<file path="src/rtl/i2s_pkg.sv">
// Shared types and defaults for the I2S frame controller.
package i2s_pkg;

  typedef enum logic [1:0] {
    IDLE  = 2'd0,
    RUN   = 2'd1,
    DRAIN = 2'd2
  } state_t;

  localparam int AUDIO_W         = 32;
  localparam int DEF_CLK_DIV     = 2;
  localparam int DEF_BITS_PER_CH = 32;

endpackage

</file>
<file path="src/rtl/i2s_clk_div.sv">
// I2S bit/word clock generator; held cleared while run is low.
module i2s_clk_div
  import i2s_pkg::*;
#(
  parameter int CLK_DIV     = DEF_CLK_DIV,
  parameter int BITS_PER_CH = DEF_BITS_PER_CH
) (
  input  logic clk,
  input  logic reset,
  input  logic run,
  output logic sclk,
  output logic lrclk,
  output logic fall_tick,
  output logic lr_rise,
  output logic lr_fall
);

  localparam int DIV_W = (CLK_DIV > 1) ? $clog2(CLK_DIV) : 1;
  localparam int BIT_W = (BITS_PER_CH > 1) ? $clog2(BITS_PER_CH) : 1;
  localparam logic [DIV_W-1:0] DIV_MAX = DIV_W'(CLK_DIV - 1);
  localparam logic [BIT_W-1:0] BIT_MAX = BIT_W'(BITS_PER_CH - 1);

  logic [DIV_W-1:0] div_cnt;
  logic [BIT_W-1:0] bit_cnt;
  logic             div_wrap;
  logic             bit_last;

  // Tick decode: pulses mark the cycle whose closing edge moves the clocks.
  always_comb begin
    div_wrap  = (div_cnt == DIV_MAX);
    bit_last  = (bit_cnt == BIT_MAX);
    fall_tick = run && div_wrap && sclk;
    lr_rise   = fall_tick && bit_last && !lrclk;
    lr_fall   = fall_tick && bit_last && lrclk;
  end

  // Divider, bit counter and clock registers; the last lrclk fall wraps everything to zero.
  always_ff @(posedge clk) begin
    if (reset || !run) begin
      div_cnt <= '0;
      bit_cnt <= '0;
      sclk    <= 1'b0;
      lrclk   <= 1'b0;
    end else begin
      if (div_wrap) begin
        div_cnt <= '0;
        sclk    <= !sclk;
      end else begin
        div_cnt <= div_cnt + 1'b1;
      end
      if (fall_tick) begin
        if (bit_last) begin
          bit_cnt <= '0;
          lrclk   <= !lrclk;
        end else begin
          bit_cnt <= bit_cnt + 1'b1;
        end
      end
    end
  end

endmodule

</file>
<file path="src/rtl/i2s_frame_ctrl.sv">
// Master-mode I2S frame controller: clocking, one-entry sample buffer,
// commit of sample pairs at the lrclk rise, underrun accounting and start/stop.
module i2s_frame_ctrl
  import i2s_pkg::*;
#(
  parameter int CLK_DIV     = DEF_CLK_DIV,
  parameter int BITS_PER_CH = DEF_BITS_PER_CH,
  parameter int UCNT_W      = 16
) (
  input  logic               clk,
  input  logic               reset,
  input  logic               enable,
  input  logic               s_valid,
  input  logic [AUDIO_W-1:0] s_left,
  input  logic [AUDIO_W-1:0] s_right,
  output logic               s_ready,
  output logic               sclk,
  output logic               lrclk,
  output logic [AUDIO_W-1:0] data_l,
  output logic [AUDIO_W-1:0] data_r,
  output logic               frame_start,
  output logic               underrun,
  output logic [UCNT_W-1:0]  underrun_count,
  output logic               running
);

  state_t             state;
  state_t             state_next;
  logic               buf_full;
  logic [AUDIO_W-1:0] buf_l;
  logic [AUDIO_W-1:0] buf_r;
  logic               fall_tick;
  logic               lr_rise;
  logic               lr_fall;
  logic               accept;
  logic               commit;
  logic               take;
  logic               starve;

  i2s_clk_div #(
    .CLK_DIV    (CLK_DIV),
    .BITS_PER_CH(BITS_PER_CH)
  ) u_clk_div (
    .clk      (clk),
    .reset    (reset),
    .run      (running),
    .sclk     (sclk),
    .lrclk    (lrclk),
    .fall_tick(fall_tick),
    .lr_rise  (lr_rise),
    .lr_fall  (lr_fall)
  );

  // Handshake and commit decode; only RUN consumes the buffer or counts starvation.
  always_comb begin
    s_ready = !buf_full && !reset;
    running = (state != IDLE);
    accept  = s_valid && s_ready;
    commit  = fall_tick && lr_rise;
    take    = commit && (state == RUN) && buf_full;
    starve  = commit && (state == RUN) && !buf_full;
  end

  // Next-state logic: stopping always completes the current frame via DRAIN.
  always_comb begin
    state_next = state;
    case (state)
      IDLE: begin
        if (enable) state_next = RUN;
        else        state_next = IDLE;
      end
      RUN: begin
        if (!enable) state_next = DRAIN;
        else         state_next = RUN;
      end
      DRAIN: begin
        if (fall_tick && lr_fall) state_next = IDLE;
        else                      state_next = DRAIN;
      end
      default: state_next = IDLE;
    endcase
  end

  // State register.
  always_ff @(posedge clk) begin
    if (reset) state <= IDLE;
    else       state <= state_next;
  end

  // One-entry holding buffer; accept and take are mutually exclusive.
  always_ff @(posedge clk) begin
    if (reset) begin
      buf_full <= 1'b0;
      buf_l    <= '0;
      buf_r    <= '0;
    end else if (accept) begin
      buf_full <= 1'b1;
      buf_l    <= s_left;
      buf_r    <= s_right;
    end else if (take) begin
      buf_full <= 1'b0;
    end
  end

  // Commit outputs and saturating underrun counter.
  always_ff @(posedge clk) begin
    if (reset) begin
      data_l         <= '0;
      data_r         <= '0;
      frame_start    <= 1'b0;
      underrun       <= 1'b0;
      underrun_count <= '0;
    end else begin
      frame_start <= commit;
      underrun    <= starve;
      if (commit) begin
        data_l <= take ? buf_l : '0;
        data_r <= take ? buf_r : '0;
      end
      if (starve && (underrun_count != {UCNT_W{1'b1}})) begin
        underrun_count <= underrun_count + 1'b1;
      end
    end
  end

endmodule

</file>
<file path="config.mk">
export PLATFORM = sky130hd
export DESIGN_NAME = i2s_frame_ctrl
export DESIGN_NICKNAME = d
export VERILOG_FILES = /design/src/rtl/i2s_pkg.sv /design/src/rtl/i2s_clk_div.sv /design/src/rtl/i2s_frame_ctrl.sv
export SDC_FILE = /design/constraint.sdc
export NUM_CORES = 1
export LEC_CHECK = 0
export ABC_AREA = 1
export CAP_MARGIN = 40
export CORE_ASPECT_RATIO = 1.75
export CORE_UTILIZATION = 65
export CTS_CLUSTER_DIAMETER = 120
export DETAILED_ROUTE_END_ITERATION = 16
export DONT_BUFFER_PORTS = 1
export GPL_TIMING_DRIVEN = 0
export PLACE_DENSITY = 0.92
export SYNTH_ARGS = -nofsm -noshare
export SYNTH_HDL_FRONTEND = slang
export SYNTH_HIERARCHICAL = 1
export SYNTH_SLANG_ARGS = --single-unit
</file>
<file path="constraint.sdc">
create_clock -name clk -period 5.5 [get_ports clk]
set_input_delay 1.65 -clock clk [delete_from_list [all_inputs] [get_ports clk]]
set_output_delay 1.65 -clock clk [all_outputs]
set_load 0.005 [all_outputs]
</file>
==> results of run 1 <==
==> cell usage in the layout, fill, tap and decap left out, types with 4 or more instances in the layout <==
cell,count
sky130_fd_sc_hd__nand2_1,184
sky130_fd_sc_hd__dfxtp_1,157
sky130_fd_sc_hd__o21ai_0,126
sky130_fd_sc_hd__nand3_1,77
sky130_fd_sc_hd__nor2_1,51
sky130_fd_sc_hd__buf_2,20
sky130_fd_sc_hd__clkbuf_1,17
sky130_fd_sc_hd__clkbuf_16,17
sky130_fd_sc_hd__inv_1,16
sky130_fd_sc_hd__a21oi_1,11
sky130_fd_sc_hd__inv_2,8
sky130_fd_sc_hd__buf_4,7
sky130_fd_sc_hd__o21ai_1,6
sky130_fd_sc_hd__nand2_2,6
sky130_fd_sc_hd__nor2_2,5
sky130_fd_sc_hd__nor2_4,4
sky130_fd_sc_hd__nor2_8,4
sky130_fd_sc_hd__nand4_1,4
sky130_fd_sc_hd__clkinv_2,4
==> power groups by stage <==
stage | Clock, uW | Combinational [uW] | Sequential (uW)
floorplan | 0 | 65.5 | 1200
global placement | 0 | 83.1 | 1210
detailed placement | 0 | 87.6 | 1210
CTS | 1080 | 88.9 | 1180
global route | 1130 | 99.1 | 1180
finish | 1070 | 88.9 | 1180
==> final timing paths <==
check | slack, ns | endpoint | depth (start not counted)
worst max register to register | 3.30 | data_r[14]$_SDFFE_PP0P_ | 13
worst min register to register | 0.47 | u_clk_div/div_cnt$_SDFF_PP0_ | 1
worst min-delay path | 0.47 | u_clk_div/div_cnt$_SDFF_PP0_ | 1
worst max-delay path | 1.87 | s_ready | 2
==> registers in the layout, summed over array words and instances, names as in the netlist <==
signal             flops
buf_r                 32
state                  2
data_r                32
buf_l                 32
data_l                32
underrun               1
underrun_count        16
u_clk_div/lrclk        1
frame_start            1
u_clk_div/bit_cnt      5
u_clk_div/div_cnt      1
u_clk_div/sclk         1
buf_full               1
==> metrics by stage <==
step,worst slack [ns],power (uW),hold slack (ns)
floorplan,1.93,1270,0.424
global placement,1.87,1290,0.435
detailed placement,1.88,1290,0.463
CTS,1.88,2350,0.473
global route,1.84,2420,0.486
finish,1.87,2340,0.467
==> layer usage <==
layer,up-vias,track usage (%)
met1,2355,31.0
met5,-,0
met3,42,9.70
met2,213,55.0
li1,2427,-
met4,0,16.4
==> cells by family (layout without fill, tap and decap cells) <==
| group | count (synthesis) | in the layout | synth area share, % |
|---|---|---|---|
| buffers and inverters | 70 | 101 | 5.61 |
| flip-flops | 157 | 157 | 54.0 |
| AND/OR/NAND/NOR | 342 | 342 | 26.7 |
| AO/OA/AOI/OAI | 147 | 147 | 12.9 |
| adder cells (fa/ha/maj) | 3 | 3 | 0.645 |
| XOR/XNOR | 1 | 1 | 0.151 |
==> area by class of cell <==
class | instances | area, um2
flip-flops and latches | 157 | 3140
multi-input cells | 493 | 2350
fillers | 660 | 2160
clock buffers | 21 | 450
plain buffers | 44 | 224
well taps | 117 | 146
inverters | 26 | 103
clock inverters | 10 | 90.1
==> impl_summary.md, run 1 <==
Critical path
The critical path's largest stage delay is 0.17 ns. The signal on the critical path passes through buf_2 -> nor2_1. The startpoint kind of the worst setup timing path is an input port. The number of buffers and inverters on the critical path is 1. In this design, the largest share of critical-path delay is due to buffers and inverters. The first element of the critical path is reset. In this run the critical register-to-register path is launched from u_clk_div/bit_cnt[0]$_SDFFE_PP0N_.

For the worst setup path, the data arrival time is 1.98 ns. The slowest library cell on the worst path is sky130_fd_sc_hd__buf_2. The highest fanout seen on the critical path is 9. The endpoint required time on the critical path is 3.85 ns. The category of the most critical setup path is in2out.

The worst setup path is captured at a primary output.

Synth
The count of flip-flops with a built-in enable after synthesis is 0. By area the synthesized netlist is led by sky130_fd_sc_hd__dfxtp_1 (54%), sky130_fd_sc_hd__nand2_1 (12%), sky130_fd_sc_hd__o21ai_0 (11%). The most used flip-flop cell after synthesis is sky130_fd_sc_hd__dfxtp_1. The number of flip-flops and latches in the synthesized netlist is 157. In this run the cell area of the synthesized design comes to 0.00582 mm2. The number of library cell types mapped by synthesis is 31. Sorting the synthesized cells by how often they occur yields sky130_fd_sc_hd__nand2_1 (184), sky130_fd_sc_hd__dfxtp_1 (157), sky130_fd_sc_hd__o21ai_0 (126).

The fraction of synthesized cell area taken by the top area cell type is 54.0%. Yosys instantiated no cell more often than sky130_fd_sc_hd__nand2_1. The cell accounting for the most synthesized area is sky130_fd_sc_hd__dfxtp_1.

The synthesized net count is 791. The count of mapped cells out of synthesis is 720. After synthesis, the mean cell area works out to 8.08 um2. Sequential cells were found to cover 54.0% of the synthesized design area.

After synthesis, the share of flip-flops with an asynchronous set or reset is 0%. The count of warnings emitted by yosys is 6.

Routing
The total met3 wirelength after detailed routing is 937 um. The first TritonRoute pass finished after 7 iterations. Summing over every cut layer, the via total after detailed routing is 5037. The detailed-routed wire length on met2 is 7500 um. Once detail routing completed, the nets flagged for antenna violations numbered 0. The routed metal-1 wire length is 5210 um. Summed over all layers, the routed wires come to 14100 um. The average wire per standard cell is 16.3 um.

The number of vias per cell is 5.80. For this run, design rule violations remaining after detail routing come to 0. After the first detailed-routing iteration, the DRC count stood at 315. The highest routed metal layer is met4.

Outcome
The run finished with clean final reports.

Place
After detailed placement, the design holds a cell count of 837. The count of buffers from port buffering is 0. The congestion estimate from routability-driven global placement came to 0.889. Detailed placement ended at an HPWL of 10200 um. The area of placed instances is 0.00597 mm2.

Clock network
The number of sinks on the clock net is 157. Clock-pin slew was measured on the worst setup and hold paths at 0.06 ns. The H-tree generated during clock tree synthesis spans 4 levels. The number of post-CTS setup repair buffers is 0.

The root cell of the clock tree is sky130_fd_sc_hd__clkbuf_16. The post-cts gate resize count is 0. The maximum root-to-sink buffer count is 2. Clock tree synthesis inserted a total of 17 buffers.

TritonCTS built the clock tree. The count of hold-fix buffers inserted at cts is 0. Clock latency on the worst-skew pair, taken at its later pin, is 0.41 ns.

STA
The max-slew violation count came to 0. The peak clock frequency supported by timing is 275 MHz. The setup TNS is 0 ns.

For the finished layout, the period the worst path requires is 3.63 ns. The total setup violations reported at the end of the flow is 0. The final count of hold timing violations is 0.

The maximum clock skew at final layout is 0.0103 ns. The final critical path takes up 66.0% of the cycle. Setup repair after global routing left no endpoint under its margin. The worst pin sits at a relative slew slack of 67.1%. The worst-margin pin slew is 0.493 ns.

Floorplanning
The number of top-level design ports is 154. The standard-cell row count is 45. The total area inside the core boundary comes to 0.00867 mm2. The die covers 0.00935 mm2. The floorplan die width is 73.5 um. The initial core utilization is 67.1%. The vertical die dimension is 127 um.

Layout
After the last flow step, the layout net total stands at 810. The count of cells in the finished layout, fillers not included, comes to 868. Once layout is complete, the utilization of the core stands at 75.1%.

The antenna diode instance count is 0. The synthesis-to-layout area growth is 11.8%. The share of post-route cells with drive strength above 1 is 12.0%.

Summing all non-filler instances in the final layout gives an area of 0.00651 mm2.

GRT
Global routing used 30.9% of the available tracks across all layers. Entering global routing, the biggest net connects 17 pins. The number of antenna violations at the first check in global routing is 0.

Summed over all layers, the global routing overflow is 0. The first-pass GRT wire length is 22100 um. The number of global-route vias before repair was 4895.

Hold path
The startpoint of the lowest-slack hold path is u_clk_div/div_cnt$_SDFF_PP0_. The min-delay analysis places its worst path in the category reg2reg.

Pwr
Cell internal power was estimated by the tool at 1830 uW. The fraction of power spent switching nets is 22.0%. The fraction of power consumed by combinational cells is 3.8%. The power spent charging and discharging nets is 516 uW. Summed over all cells, the static leakage comes to 0.00253 uW.

The worst supply voltage drop on vdd is 0.294 mV. The clock network is responsible for 45.8% of the overall power. In this run, flip-flops and latches consume 50.4% of the power. The areal power density over the cells is 360 mW/mm2.

Flow run
The max capacitance violation total is 0.
No activity file was read; power rests on OpenSTA's default activity.
==> run 2, diff against run 1 <==
--- a/config.mk
+++ b/config.mk
@@ -8,12 +8,12 @@
 export ABC_AREA = 1
 export CAP_MARGIN = 40
 export CORE_ASPECT_RATIO = 1.75
-export CORE_UTILIZATION = 65
+export CORE_UTILIZATION = 56
 export CTS_CLUSTER_DIAMETER = 120
 export DETAILED_ROUTE_END_ITERATION = 16
 export DONT_BUFFER_PORTS = 1
 export GPL_TIMING_DRIVEN = 0
-export PLACE_DENSITY = 0.92
+export PLACE_DENSITY = 0.85
 export SYNTH_ARGS = -nofsm -noshare
 export SYNTH_HDL_FRONTEND = slang
 export SYNTH_HIERARCHICAL = 1
==> constraint.sdc (replaced) <==
create_clock -name clk -period 3.2 [get_ports clk]
set_input_delay 0.96 -clock clk [delete_from_list [all_inputs] [get_ports clk]]
set_output_delay 0.96 -clock clk [all_outputs]
set_load 0.005 [all_outputs]
==> run 2 against run 1 <==
  * Flip-flop and latch count stayed put
  * First-iteration DRC count is 43% lower
  * Routed wire length is 1.6% higher
  * Setup slack worse by 0.91 ns
  * Combinational power rose by 70%
  * Non-clock buffer count unchanged
  * Die area rose by 16%
  * Cell count increased by 0.81%
  * Critical endpoint is now data_l[3]$_SDFFE_PP0P_
  * Design area up 0.71%
  * Largest power group unchanged
==> impl_summary.md, run 2 (synthesis results as in run 1) <==
Routing
The total vias in the final route is 4931. The final layout contains routed wiring with a total length of 14300 um. After detailed routing, the number of remaining DRC violations is 0. The number of iterations in the first detailed-routing pass is 5.

After the first detailed-routing iteration, the DRC count stood at 179. The average wire per standard cell is 16.4 um. Using the TritonRoute via totals, the vias-per-cell ratio works out to 5.64. The number of routed nets with antenna violations is 0.

GRT
In the global route stage, overall resource usage came out at 27.1%. The first-pass GRT wire length is 22500 um. The number of global-route vias before repair is 4826. The number of antenna violations at the first check in global routing came to 0. For this run the aggregate overflow at the end of global routing stands at 0. The largest net degree at the start of global routing is 17.

STA
Across all setup checks in the final design, the least slack found is 0.958 ns. The final count of hold timing violations is 0. At the pin with the least slew margin, the transition time is 0.483 ns. The total setup violations reported at the end of the flow is 0. Across all hold checks on the routed design, the worst slack comes to 0.472 ns. After layout, the worst path uses 70.1% of the clock period. Setup repair after global routing left no endpoint under its margin. The worst slew margin relative to its limit is 67.8%. The max-slew violation count is 0. The peak clock frequency supported by timing is 446 MHz. The maximum clock skew at final layout is 0.0124 ns. The time the final worst path needs with I/O delays and setup is 2.24 ns. For the final routed database, the setup TNS stands at 0 ns.

Clock network
In this run the number of H-tree levels came out at 4. TritonCTS built the clock tree. The cell sitting at the root of the clock tree is a sky130_fd_sc_hd__clkbuf_16. At the later pin of the worst-skew pair, clock insertion delay measures 0.41 ns. Gates resized during post-CTS repair numbered 0.

In this run the deepest clock path goes through 2 buffers. The count of hold-fix buffers inserted at cts is 0. The clock-pin slew of the registers on the worst-case setup and hold paths is 0.06 ns. In this run, CTS created clock tree buffers numbering 17. The number of post-CTS setup repair buffers is 0. The number of sinks on the clock net is 157.

Critical path
In this run the critical register-to-register path is launched from u_clk_div/bit_cnt[1]$_SDFFE_PP0N_. STA puts the critical path data arrival time at 2.56 ns. In this run the critical register-to-register path is captured at data_l[3]$_SDFFE_PP0P_. The endpoint required time on the critical path is 3.52 ns. Walking the worst path, the cells encountered are ha_1 -> nand2_1 -> nor2_1 -> ha_1 -> nand2_1 -> nor2_1 -> nand2_1 -> inv_2 -> nand2_1 -> nor2_2 -> inv_2 -> clkbuf_1 -> o21ai_0.

The startpoint kind of the worst setup timing path is a flip-flop. The highest fanout seen on the critical path is 10. The category of the most critical setup path is reg2reg. The cell repeated most along the worst path is sky130_fd_sc_hd__nand2_1. The worst setup path endpoint is data_l[3]$_SDFFE_PP0P_.

On the worst path, the slowest cell contributes a delay of 0.37 ns. The capturing element type of the critical path is a flip-flop. Tracing the worst setup path back leads to its startpoint at u_clk_div/bit_cnt[1]$_SDFFE_PP0N_.

Setup slack on the worst reg-to-reg path comes out at 0.96 ns. The slowest library cell on the worst path is sky130_fd_sc_hd__dfxtp_1. Counting cells, the worst reg-to-reg path comes to 13.

Layout
The footprint of the flip-flops and latches is 0.00314 mm2. The multi-input combinational cells in the finished layout cover a total of 0.00235 mm2. With fillers left out, the area of the finished cells amounts to 0.00655 mm2. Cells with a size suffix above 1 make up 12.0% of the layout.

0 antenna diodes ended up in the layout. The synthesis-to-layout area growth is 12.6%. The number of nets in the layout is 810. The most common library cell in the layout ignoring fill and taps is sky130_fd_sc_hd__nand2_1. In the layout the commonest cells are sky130_fd_sc_hd__nand2_1 (184), sky130_fd_sc_hd__dfxtp_1 (157), sky130_fd_sc_hd__o21ai_0 (126). The layout filler cell count is 841.

Floorplanning
Pin placement for this block handled 154 I/O pins. The initial utilization of the core area, before any placement, comes to 58.4%. The vertical die dimension is 137 um. After floorplanning, the core was sized to cover 0.00997 mm2. The floorplan has 48 rows. The area of the die is 0.0108 mm2. The die is 79.1 um wide.

Place
Summing all placed instances gives a cell area of 0.00598 mm2. After legalization and detailed placement, the total HPWL measured 10700 um. The count of buffers from port buffering is 0. Prior to clock tree synthesis, the placed netlist has a worst setup slack of 0.912 ns.

Routability-driven placement finished with a final weighted congestion of 0.878.

Hold path
The path type of the worst min-delay path is reg2reg. The startpoint of the lowest-slack hold path is u_clk_div/div_cnt$_SDFF_PP0_.

Pwr
IR analysis of the VDD net gives a maximum drop of 0.404 mV. The total power of the final layout is 4160 uW. The analysis attributes to cell leakage a power of 0.00254 uW. The areal power density over the cells is 635 mW/mm2.

Flow run
The max capacitance violation total is 0.

Outcome
The run finished with clean final reports.
[run 2: worst min-delay path by stage]
stage | end | cells past startpoint | slack (ns)
final | u_clk_div/div_cnt$_SDFF_PP0_ | 1 | 0.47
after global routing | data_r[3]$_SDFFE_PP0P_ | 2 | 0.49
after CTS | u_clk_div/div_cnt$_SDFF_PP0_ | 1 | 0.46
after detailed placement | u_clk_div/div_cnt$_SDFF_PP0_ | 1 | 0.45
after global placement | u_clk_div/div_cnt$_SDFF_PP0_ | 1 | 0.43
after floorplan | u_clk_div/div_cnt$_SDFF_PP0_ | 1 | 0.42
[run 2: through the flow]
stage,cells,util (%)
CTS,875,65.7
floorplan,720,-
finish,875,65.7
global placement,845,60.0
global route,875,65.7
detailed placement,845,60.0
[run 2: report_power, final]
part	switching [uW]	internal, uW	leakage, uW
clock	766	1220	0.000271
combinational	105	45.6	0.000995
sequential	18.6	2010	0.00128
[run 2: routing by layer]
layer | part of all wire (%) | up-vias | global-route usage, %
met5 | 0 | - | 0
met4 | 3.4 | 0 | 12.9
met3 | 7.5 | 33 | 9.80
met2 | 53 | 171 | 49.9
met1 | 36 | 2314 | 26.3
li1 | - | 2413 | -
[run 2: final cells by class]
| cell class | instances | share of cell area, % |
|---|---|---|
| Clock inverter | 11 | 2.20 |
| Clock buffer | 19 | 6.61 |
| Buffer | 44 | 3.42 |
| Sequential cell | 157 | 48.0 |
| Multi-Input combinational cell | 493 | 35.9 |
| Tap cell | 125 | 2.39 |
| Inverter | 26 | 1.57 |
[run 2: worst max-delay path: cells and delay by family (launching register included)]
family,cells,cell delay [ns]
flip-flops,1,0.37
adder cells (fa/ha/maj),2,0.39
AND/OR/NAND/NOR,7,0.68
buffers and inverters,3,0.45
AO/OA/AOI/OAI,1,0.25
==> run 3, diff against run 2 <==
--- a/config.mk
+++ b/config.mk
@@ -8,12 +8,12 @@
 export ABC_AREA = 1
 export CAP_MARGIN = 40
 export CORE_ASPECT_RATIO = 1.75
-export CORE_UTILIZATION = 56
+export CORE_UTILIZATION = 62
 export CTS_CLUSTER_DIAMETER = 120
 export DETAILED_ROUTE_END_ITERATION = 16
 export DONT_BUFFER_PORTS = 1
 export GPL_TIMING_DRIVEN = 0
-export PLACE_DENSITY = 0.85
+export PLACE_DENSITY = 0.89
 export SYNTH_ARGS = -nofsm -noshare
 export SYNTH_HDL_FRONTEND = slang
 export SYNTH_HIERARCHICAL = 1
==> constraint.sdc (replaced) <==
create_clock -name clk -period 2.18 [get_ports clk]
set_input_delay 0.654 -clock clk [delete_from_list [all_inputs] [get_ports clk]]
set_output_delay 0.654 -clock clk [all_outputs]
set_load 0.005 [all_outputs]
==> run 3 against run 2 <==
  * Die area down 9.5%
  * Clock power up 46%
  * Flip-flop and latch count unchanged
  * Register-to-register slack worse by 0.92 ns
  * Worst hold slack worse by 0.12 ns
  * Clock skew down 0.0015 ns
  * Cell count up 0.69%
  * Global-route usage up 2.5 points
  * Critical endpoint is now underrun_count[11]$_SDFFE_PP0P_
  * Largest cell class unchanged
==> impl_summary.md, run 3 (synthesis results as in run 1) <==
Pwr
Sequential cells account for 48.8% of the total power. The fraction of power consumed by combinational cells is 3.8%. Net switching is 21.9% of the power. The areal power density over the cells is 913 mW/mm2. The internal power of the cells totals 4770 uW.

The power spent charging and discharging nets is 1340 uW. The part of the total power dissipated in the clock network is 47.4%. In this run the static leakage power is 0.00261 uW. VDD sags by at most 0.657 mV.

Clock network
The count of hold-fix buffers inserted at cts is 0. The total CTS buffers is 17. The maximum root-to-sink buffer count is 2.

The number of sinks on the clock net is 157. Clock latency on the worst-skew pair, taken at its later pin, is 0.42 ns. The total number of H-tree levels is 4. CTS placed an instance of sky130_fd_sc_hd__clkbuf_16 at the clock tree root. After clock tree synthesis, the clock-pin slew on the worst setup and hold paths is 0.06 ns. The clock tree from TritonCTS is yes.

Layout
0 antenna diodes ended up in the layout. The synthesis-to-layout area growth is 15.0%. The top cell types in the final layout, fill and taps aside, are sky130_fd_sc_hd__nand2_1 (182), sky130_fd_sc_hd__dfxtp_1 (154), sky130_fd_sc_hd__o21ai_0 (116). The most common library cell in the layout ignoring fill and taps is sky130_fd_sc_hd__nand2_1. Cells with a size suffix above 1 make up 15.8% of the layout. The finished layout holds 881 standard cells, fillers aside. Cells fill 73.6% of the core in the end. In the final design database the tool counted 819 nets.

Floorplanning
The die is 130 um tall. The placeable core area is 0.00909 mm2. For this configuration, the core starts out at a cell density of 64.0%. The floorplan die width is 75.2 um. The area of the die is 0.00980 mm2. In this run the count of I/O pins placed on the die edge is 154. The floorplan has 46 rows.

STA
Based on the critical path, the design can be clocked at up to 466 MHz. The max-slew violation count came to 0. The time the final worst path needs with I/O delays and setup is 2.15 ns. The maximum clock skew at final layout is 0.0109 ns. The final count of hold timing violations is 0. Hold timing on the final database bottoms out at a slack of 0.352 ns.

For the pin with the worst max-slew slack, the measured transition is 0.518 ns. Setup violations remaining at the end of the flow were counted as 0. In this run the tightest slew margin relative to its limit is 65.4%. The worst path uses 98.5% of the clock period.

Place
Detailed placement finished with a half-perimeter wire length of 10100 um. The placed instance count is 840. In this run the tool buffered the top-level ports with 0 buffer cells. The congestion estimate from routability-driven global placement came to 0.836.

Critical path
The worst register-to-register path has a depth of 15. The worst register-to-register path ends at underrun_count[11]$_SDFFE_PP0P_. The launching point of the worst reg2reg path is u_clk_div/bit_cnt[1]$_SDFFE_PP0N_. In this run the register-to-register setup slack is 0.03 ns. The critical path's top delay family is simple AND/OR/NAND/NOR gates. The startpoint kind of the worst setup timing path is a flip-flop. The arrival time of data at the critical path endpoint is 2.46 ns. On the worst path, the slowest cell contributes a delay of 0.37 ns.

The highest fanout seen on the critical path is 4. The critical path is of the reg2reg type. The cell repeated most along the worst path is sky130_fd_sc_hd__nand2_1. Among all stages on the critical path, the largest delay is contributed by sky130_fd_sc_hd__dfxtp_4. The capturing element type of the critical path is a flip-flop. The number of buffers and inverters on the critical path is 1. For the worst setup path, the data required time is 2.49 ns.

The signal on the critical path passes through ha_4 -> nand2_1 -> nor2_2 -> ha_2 -> nand2_1 -> nor2_1 -> nand2_1 -> inv_2 -> nand2_4 -> nor2_4 -> nand2_2 -> nor2_2 -> nand3_1 -> nand2_1 -> nor2_1.

Routing
Once detail routing completed, the nets flagged for antenna violations numbered 0. The average wire per standard cell is 17.2 um. The total vias in the final route is 5155. The wire length reported by the detailed router is 15200 um. The number of violations reported at the end of detailed-routing iteration 0 is 291. The number of vias per cell is 5.85. The number of iterations in the first detailed-routing pass is 5. The residual DRC count is 0.

Flow run
The max capacitance violation total is 0.

Hold path
The path with the worst hold slack has its endpoint at buf_r[24]$_SDFFE_PP0P_. Along the worst hold path, the cell count comes to 2. The startpoint of the lowest-slack hold path is s_right[24]. The tightest min-delay check is of the in2reg type.

GRT
Global routing finished with a remaining overflow of 0. The number of global-route vias before repair is 4944. The first global-routing pass estimated 21900 um of wire. The largest net degree at the start of global routing is 17.

Global routing used 29.7% of the available tracks across all layers. The number of antenna violations at the first check in global routing came to 0.

Outcome
The flow ran to the end, and the final reports show no timing, DRC or antenna violations.
-- run 3: timing repair --
item                       in CTS  in global routing
buffers inserted                0                  8
gates cloned                    0                  1
gates resized for setup         5                 42
pin swaps                       0                  7
setup endpoints to repair      23                 79
-- run 3: worst max path at each step --
| stage | start | end | slack (ns) | depth (start not counted) |
|---|---|---|---|---|
| 6_report | u_clk_div/bit_cnt[1]$_SDFFE_PP0N_ | underrun_count[11]$_SDFFE_PP0P_ | 0.03 | 15 |
| 5_1_grt | state[1]$_SDFF_PP0_ | underrun_count[13]$_SDFFE_PP0P_ | -0.10 | 15 |
| 4_1_cts | u_clk_div/bit_cnt[1]$_SDFFE_PP0N_ | data_r[30]$_SDFFE_PP0P_ | 0.009 | 13 |
| 3_5_place_dp | u_clk_div/bit_cnt[0]$_SDFFE_PP0N_ | data_r[30]$_SDFFE_PP0P_ | 0.002 | 13 |
| 3_3_place_gp | u_clk_div/bit_cnt[0]$_SDFFE_PP0N_ | data_r[21]$_SDFFE_PP0P_ | 0.10 | 13 |
| 2_1_floorplan | u_clk_div/bit_cnt[0]$_SDFFE_PP0N_ | underrun_count[11]$_SDFFE_PP0P_ | 0.38 | 15 |
-- run 3: worst register-to-register path: stages, from the launching register on --
cell                      delay [ns]
sky130_fd_sc_hd__dfxtp_4        0.37
sky130_fd_sc_hd__ha_4           0.15
sky130_fd_sc_hd__nand2_1        0.08
sky130_fd_sc_hd__nor2_2         0.09
sky130_fd_sc_hd__ha_2           0.20
sky130_fd_sc_hd__nand2_1        0.09
sky130_fd_sc_hd__nor2_1         0.16
sky130_fd_sc_hd__nand2_1        0.12
sky130_fd_sc_hd__inv_2          0.14
sky130_fd_sc_hd__nand2_4        0.08
sky130_fd_sc_hd__nor2_4         0.18
sky130_fd_sc_hd__nand2_2        0.10
sky130_fd_sc_hd__nor2_2         0.12
sky130_fd_sc_hd__nand3_1        0.09
sky130_fd_sc_hd__nand2_1        0.07
sky130_fd_sc_hd__nor2_1         0.04
-- run 3: metrics by stage --
stage	TNS (ns)	setup slack, ns	power (uW)	cell area (um2)
floorplan	0	0.382	3200	5820
global placement	0	0.102	3250	5970
detailed placement	0	0.00247	3270	5970
CTS	0	0.00904	6100	6560
global route	-2.62	-0.105	6250	6690
finish	0	0.0336	6110	6690
-- run 3: power groups by stage --
stage          Sequential, uW  Combinational, uW  Clock [uW]
2_1_floorplan            3040                165           0
4_1_cts                  2980                227        2890
5_1_grt                  2990                260        3000
3_3_place_gp             3040                212           0
6_report                 2980                233        2890
3_5_place_dp             3050                224           0
-- run 3: routing by layer --
metal / wire length (um) / GRT usage, %
met1: 5520 / 28.6
met3: 1090 / 10.3
met2: 8090 / 54.2
met4: 488 / 14.6
met5: 0 / 0
-- run 3: final cells by class --
type                       instances  area [um2]
sequential                       157        3150
clock inverter                     9         113
multi-input combinational        494        2410
buffer                            44         239
timing repair buffer               8        60.1
tap                              120         150
fill                             697        2400
clock buffer                      23         468
inverter                          26         105
